**src/rtl/seg7_pkg.sv**
```systemverilog
// Shared types and segment constants for the 7-segment scan controller.
// Segment vectors are packed {A,B,C,D,E,F,G}, A in the MSB, active-high.
package seg7_pkg;

    typedef enum logic {
        S_GUARD = 1'b0,
        S_ON    = 1'b1
    } state_e;

    localparam logic [6:0] SEG_OFF = 7'h00;
    localparam logic [6:0] SEG_0   = 7'h7E;
    localparam logic [6:0] SEG_1   = 7'h30;
    localparam logic [6:0] SEG_2   = 7'h6D;
    localparam logic [6:0] SEG_3   = 7'h79;
    localparam logic [6:0] SEG_4   = 7'h33;
    localparam logic [6:0] SEG_5   = 7'h5B;
    localparam logic [6:0] SEG_6   = 7'h5F;
    localparam logic [6:0] SEG_7   = 7'h72;
    localparam logic [6:0] SEG_8   = 7'h7F;
    localparam logic [6:0] SEG_9   = 7'h7B;
    localparam logic [6:0] SEG_A   = 7'h77;
    localparam logic [6:0] SEG_B   = 7'h1F;
    localparam logic [6:0] SEG_C   = 7'h4E;
    localparam logic [6:0] SEG_D   = 7'h3D;
    localparam logic [6:0] SEG_E   = 7'h4F;
    localparam logic [6:0] SEG_F   = 7'h47;

endpackage

```
**src/rtl/seg7_hex_decoder.sv**
```systemverilog
// Combinational hex digit to {A..G} pattern; 6, 7 and 9 drawn with tails,
// b and d lowercase.
module seg7_hex_decoder
    import seg7_pkg::*;
(
    input  logic [3:0] hex_i,
    output logic [6:0] seg_o
);

    always_comb begin
        seg_o = SEG_OFF;
        case (hex_i)
            4'h0: seg_o = SEG_0;
            4'h1: seg_o = SEG_1;
            4'h2: seg_o = SEG_2;
            4'h3: seg_o = SEG_3;
            4'h4: seg_o = SEG_4;
            4'h5: seg_o = SEG_5;
            4'h6: seg_o = SEG_6;
            4'h7: seg_o = SEG_7;
            4'h8: seg_o = SEG_8;
            4'h9: seg_o = SEG_9;
            4'hA: seg_o = SEG_A;
            4'hB: seg_o = SEG_B;
            4'hC: seg_o = SEG_C;
            4'hD: seg_o = SEG_D;
            4'hE: seg_o = SEG_E;
            4'hF: seg_o = SEG_F;
            default: seg_o = SEG_OFF;
        endcase
    end

endmodule

```
**src/rtl/seg7_scan_ctrl.sv**
```systemverilog
// Multiplexed 7-segment scan controller: guard blanking, PWM brightness,
// per-digit blink and leading-zero blanking, all outputs registered.
//   state   | meaning
//   S_GUARD | all DIG low for GUARD_CYC clocks while the bus changes
//   S_ON    | 2**BR_W clocks; digit lit while on_cnt < brightness
module seg7_scan_ctrl
    import seg7_pkg::*;
#(
    parameter int N_DIG     = 4,
    parameter int GUARD_CYC = 2,
    parameter int BR_W      = 4,
    parameter int BLINK_W   = 20
) (
    input  logic                 CLK,
    input  logic                 rst,
    input  logic [4*N_DIG-1:0]   digits_in,
    input  logic [N_DIG-1:0]     dp_in,
    input  logic [N_DIG-1:0]     blink_en,
    input  logic                 lz_blank,
    input  logic [BR_W-1:0]      brightness,
    output logic                 A,
    output logic                 B,
    output logic                 C,
    output logic                 D,
    output logic                 E,
    output logic                 F,
    output logic                 G,
    output logic                 DP,
    output logic [N_DIG-1:0]     DIG
);

    localparam int IDX_W = (N_DIG > 1) ? $clog2(N_DIG) : 1;
    localparam int GC_W  = (GUARD_CYC > 1) ? $clog2(GUARD_CYC) : 1;
    localparam logic [IDX_W-1:0] IDX_LAST = IDX_W'(N_DIG - 1);
    localparam logic [GC_W-1:0]  GC_LAST  = GC_W'(GUARD_CYC - 1);
    localparam logic [BR_W-1:0]  ON_LAST  = '1;

    state_e             state_q, state_d;
    logic [IDX_W-1:0]   idx_q, idx_d;
    logic [GC_W-1:0]    gcnt_q, gcnt_d;
    logic [BR_W-1:0]    on_q, on_d;
    logic [BLINK_W-1:0] blink_q, blink_d;
    logic [3:0]         ldig_q, ldig_d;
    logic               ldp_q, ldp_d;
    logic               lblink_q, lblink_d;
    logic               lblank_q, lblank_d;
    logic [BR_W-1:0]    lbright_q, lbright_d;
    logic [6:0]         seg_q, seg_d;
    logic               dpo_q, dpo_d;
    logic [N_DIG-1:0]   dig_q, dig_d;

    logic [N_DIG-1:0]   lz_mask;
    logic               zero_run;
    logic [6:0]         dec_seg;
    logic               lit;

    // A digit is LZ-blanked only if it and every digit above it are zero;
    // its own DP request keeps it visible so "0.5" keeps the leading 0.
    always_comb begin
        zero_run = 1'b1;
        lz_mask  = '0;
        for (int k = N_DIG - 1; k >= 0; k--) begin
            zero_run   = zero_run && (digits_in[4*k +: 4] == 4'h0);
            lz_mask[k] = lz_blank && (k != 0) && zero_run && !dp_in[k];
        end
    end

    // Slot data is captured as the slot lights so the lit phase never changes.
    always_comb begin
        state_d   = state_q;
        idx_d     = idx_q;
        gcnt_d    = gcnt_q;
        on_d      = on_q;
        blink_d   = blink_q + 1'b1;
        ldig_d    = ldig_q;
        ldp_d     = ldp_q;
        lblink_d  = lblink_q;
        lblank_d  = lblank_q;
        lbright_d = lbright_q;
        case (state_q)
            S_GUARD: begin
                if (gcnt_q == GC_LAST) begin
                    state_d   = S_ON;
                    gcnt_d    = '0;
                    on_d      = '0;
                    ldig_d    = digits_in[4*int'(idx_q) +: 4];
                    ldp_d     = dp_in[idx_q];
                    lblink_d  = blink_en[idx_q];
                    lblank_d  = lz_mask[idx_q];
                    lbright_d = brightness;
                end else begin
                    gcnt_d = gcnt_q + 1'b1;
                end
            end
            S_ON: begin
                if (on_q == ON_LAST) begin
                    state_d = S_GUARD;
                    idx_d   = (idx_q == IDX_LAST) ? '0 : idx_q + 1'b1;
                end else begin
                    on_d = on_q + 1'b1;
                end
            end
            default: state_d = S_GUARD;
        endcase
    end

    seg7_hex_decoder u_dec (
        .hex_i (ldig_d),
        .seg_o (dec_seg)
    );

    always_comb begin
        lit   = (state_d == S_ON) && (on_d < lbright_d) &&
                !(lblink_d && blink_d[BLINK_W-1]) && !lblank_d;
        seg_d = lit ? dec_seg : SEG_OFF;
        dpo_d = lit && ldp_d;
        dig_d = lit ? (N_DIG'(1) << idx_d) : '0;
    end

    always_ff @(posedge CLK or posedge rst) begin
        if (rst) begin
            state_q   <= S_GUARD;
            idx_q     <= '0;
            gcnt_q    <= '0;
            on_q      <= '0;
            blink_q   <= '0;
            ldig_q    <= '0;
            ldp_q     <= 1'b0;
            lblink_q  <= 1'b0;
            lblank_q  <= 1'b0;
            lbright_q <= '0;
            seg_q     <= SEG_OFF;
            dpo_q     <= 1'b0;
            dig_q     <= '0;
        end else begin
            state_q   <= state_d;
            idx_q     <= idx_d;
            gcnt_q    <= gcnt_d;
            on_q      <= on_d;
            blink_q   <= blink_d;
            ldig_q    <= ldig_d;
            ldp_q     <= ldp_d;
            lblink_q  <= lblink_d;
            lblank_q  <= lblank_d;
            lbright_q <= lbright_d;
            seg_q     <= seg_d;
            dpo_q     <= dpo_d;
            dig_q     <= dig_d;
        end
    end

    assign {A, B, C, D, E, F, G} = seg_q;
    assign DP  = dpo_q;
    assign DIG = dig_q;

endmodule

```
**config.mk**
```make
export PLATFORM = sky130hd
export DESIGN_NAME = seg7_scan_ctrl
export DESIGN_NICKNAME = d
export VERILOG_FILES = /design/src/rtl/seg7_pkg.sv /design/src/rtl/seg7_hex_decoder.sv /design/src/rtl/seg7_scan_ctrl.sv
export SDC_FILE = /design/constraint.sdc
export NUM_CORES = 1
export LEC_CHECK = 0
export ABC_AREA = 1
export BUFFER_PORTS_ARGS = -buffer_cell sky130_fd_sc_hd__buf_2
export CORE_AREA = 3 3 73 75
export CTS_BUF_LIST = sky130_fd_sc_hd__clkbuf_4 sky130_fd_sc_hd__clkbuf_8
export DETAILED_ROUTE_END_ITERATION = 8
export DIE_AREA = 0 0 76 78
export HOLD_SLACK_MARGIN = 0.12
export MAX_ROUTING_LAYER = met4
export PLACE_DENSITY = 0.91
export SLEW_MARGIN = 0
export SYNTH_ARGS = -nofsm -noshare
export SYNTH_HDL_FRONTEND = slang
export SYNTH_SLANG_ARGS = --single-unit
```
**constraint.sdc**
```tcl
create_clock -name CLK -period 3 [get_ports CLK]
set_clock_uncertainty 0.2 [all_clocks]
set_input_delay 0.15 -clock CLK [delete_from_list [all_inputs] [get_ports CLK]]
set_output_delay 0.15 -clock CLK [all_outputs]
set_load 0.02 [all_outputs]
```
==> results.md <==
* Status: complete, no violations
* FF-to-FF End: lblink_q$_DFF_PP0_
* Commonest cells after routing, fill and taps aside: 89 x nand2_1, 51 x dfrtp_1, 42 x buf_2, 38 x inv_1, 31 x nand3_1
* Post-CTS setup buffers at 0
* Diodes inserted at 0
* Via-to-Cell Ratio at 5.12
* Top achievable clock speed at 348 MHz
* Gate power share at 10.2%
* Sequential share of the synthesized area at 46.0%
* Critical path buffer and inverter count at 5
* Total of buffers placed on input and output ports at 42
* Cell Rows at 25
* Number of DRC markers in iteration 0 at 141
* Worst relative slew slack at 32.8%
* Required time of the critical path at 3050 ps
* Peak VDD IR at 0.000339 V
* Post-detailed-routing wire length at 5650 um
* Part of the total power dissipated in sequential elements at 50.2%
* CTS Sinks at 51
* Combinational family with the most area after synthesis: simple AND/OR/NAND/NOR gates
* Die Footprint at 5930 um^2
* Final design area excluding fillers at 3300 um^2
* XOR/XNOR share of the synthesized area at 5.36%
* Post-synth net total at 380
* HP Class: in2reg
* Starting density of the core at 58.8%
* Leak Pwr at 1.78 nW
* Wire length of the first global-routing pass at 10,100 um
* Shortest period the worst path allows at 2880 ps
* First-pass iteration count of the detailed router at 5
* Post-layout util at 70.0%
* TritonCTS clock tree: yes
* Worst hold start: dp_in[2]
* Count of yosys warnings during synthesis at 0
* Die outline height at 78 um
* CTS root buf: clkbuf_8
* Initial antenna violation count at 0
* Total CTS buffers at 5
* Drt drc at 0
* Total via count after detailed routing at 2,371
* Unrepaired setup endpoints after global routing: false
* Resized cells post-CTS at 0
* Cells traversed along the worst timing path: dlygate4sd3_1, buf_2, nor2_1, dlygate4sd3_1, nand2_1, dlygate4sd3_1, nor2_1, nand2_1, nand2_2, dlygate4sd3_1
* Average cell area after synthesis at 8.21 um^2
* Power density normalized to cell area at 426 nW/um^2
* Layout cell share with drive strength beyond 1 at 22.0%
* Simple logic cell fraction of the synthesized area at 32.9%
* Internal portion of total power at 1.10 mW
* Clock-pin slew reported for the worst setup and hold paths after clock tree synthesis at 90 ps
* Hold buffer count at CTS at 14
* GRT Total Usage at 21.4%
* Adder-Cell Fraction of Synth Area at 4.96%
* Critical path class: in2reg
* X dimension of the die at 76 um
* Number of buffers on the longest clock path at 2
* Crit. End Element: flip-flop
* Worst Path Max Fanout at 2
* Fraction of the cycle the final worst path needs at 95.9%
* Cell count after synthesis at 338
* H-tree depth at 2
* Floorplan Core Area at 4720 um^2
* Max-slew violation count at 0
* HPWL after detailed placement at 4030 um
* Overflow left after global routing at 0
* Largest stage delay on the critical path at 570 ps
* Placement Cell Area at 3030 um^2
* Fraction of synthesized area in multiplexers at 0%
* Clk pwr share at 39.6%
* Hold endpoint: ldp_q$_DFF_PP0_
* Design Power at 1.41 mW
* Detail Route Antenna Nets at 0
* Most common cell after layout, fill and taps aside: nand2_1
* Worst-Margin Slew at 1010 ps
* Depth of the worst hold-timing path at 5
* Latest clock arrival within the worst-skew pair at 310 ps
* Net Switching at 0.304 mW
* Pin count of the biggest net entering global routing at 52
* Number of setup violations in the final report at 0
* Netlist area before placement at 2780 um^2
* Number of nets at the end of the flow at 437
* FF-to-FF setup slack at 340 ps
* Most prevalent standard cell on the critical path: dlygate4sd3_1
* Switching part of the total power at 21.6%
* Startpoint class of the critical path: input pin
* Crit-path leading delay family: buffers and inverters
* # Max-Cap Violations at 0
* Global placer's final weighted congestion at 0.871
* Area growth from synthesis to final layout at 19.0%
* Synthesized flop and latch total at 51
* Post-DR wirelength/cell at 12.2 um
* Worst-path cell with the longest stage delay: dlygate4sd3_1
* Count of pins on the block boundary at 43
* Logic depth of the worst register-to-register path at 9
* Final count of hold timing violations at 0
* Distinct cells, synth at 28
* Setup TNS at 0 ps
* Number of global-route vias before repair at 2,390
* Reg2Reg Launch Point: idx_q[0]$_DFF_PP0_
* Complex-gate fraction of the synthesized area at 3.24%
* Arrival time worst endpoint at 2920 ps
metrics by stage:
stage | cells | setup WS (ps) | hold slack [ps]
detailed placement | 441 | 462 | 196
finish | 463 | 123 | 223
floorplan | 338 | 803 | 82.2
global route | 463 | 32.1 | 245
global placement | 441 | 600 | 188
CTS | 463 | 229 | 180
logic make-up (layout without fill, tap and decap cells):
group | after synthesis | in the layout
AND/OR/NAND/NOR | 191 | 191
flip-flops | 51 | 51
AO/OA/AOI/OAI | 17 | 17
adder cells (fa/ha/maj) | 11 | 11
XOR/XNOR | 17 | 17
buffers and inverters | 51 | 109
cell usage after synthesis, drive strengths merged:
library cell,n,area (um^2)
dfrtp,51,1280
buf,6,42.5
and2,1,6.26
nor2,39,204
nor4,1,6.26
nand3,34,185
a31oi,3,18.8
o22ai,1,6.26
inv,45,169
xnor2,4,35.0
or2,8,50.1
nor3,5,25.0
nand4,3,18.8
nand2,97,394
o21ai,10,50.1
a21oi,3,15.0
nand3b,3,22.5
xor2,13,114
ha,11,138
sequential cells by signal, summed over array words and instances, names as in the netlist:
signal	cells
idx_q	2
lbright_q	4
state_q	1
lblank_q	1
DIG	4
lblink_q	1
seg_q	7
ldp_q	1
gcnt_q	1
blink_q	20
DP	1
ldig_q	4
on_q	4
power groups by stage:
stage          logic (mW)  clock network, mW  registers, mW
2_1_floorplan      0.0758                  0          0.732
3_3_place_gp        0.129                  0          0.720
6_report            0.144              0.557          0.706
3_5_place_dp        0.133                  0          0.720
5_1_grt             0.162              0.601          0.708
4_1_cts             0.145              0.572          0.706
how the worst max path moves through the flow:
stage | startpoint | cells after the start | slack, ps | endpoint
3_3_place_gp | state_q$_DFF_PP0_ | 9 | 600 | DIG[3]$_DFF_PP0_
4_1_cts | digits_in[14] | 10 | 230 | lblank_q$_DFF_PP0_
2_1_floorplan | gcnt_q$_DFFE_PP0N_ | 12 | 800 | seg_q[4]$_DFF_PP0_
3_5_place_dp | state_q$_DFF_PP0_ | 9 | 460 | seg_q[4]$_DFF_PP0_
6_report | digits_in[14] | 10 | 120 | lblank_q$_DFF_PP0_
5_1_grt | digits_in[14] | 10 | 30 | lblank_q$_DFF_PP0_
routing by layer:
metal	share of wire [%]	track usage, %	vias up
met5	0	-	-
met4	2.1	8.51	0
met3	5.1	4.64	15
met2	49	36.8	75
met1	44	24.6	1113
li1	-	-	1168
worst min-delay path, stage by stage:
cell,delay [ps]
buf_2,80
nor2_1,30
o21ai_0,250
a31oi_1,130
inv_1,50
cell type report:
cell class / count / area (um^2)
well taps: 67 / 83.8
clock inverters: 2 / 60.1
clock buffers: 6 / 76.3
repair buffers: 56 / 350
flip-flops and latches: 51 / 1280
multi-input cells: 236 / 1290
fillers: 351 / 1420
inverters: 45 / 169
Power figures use the tool's default switching activity.
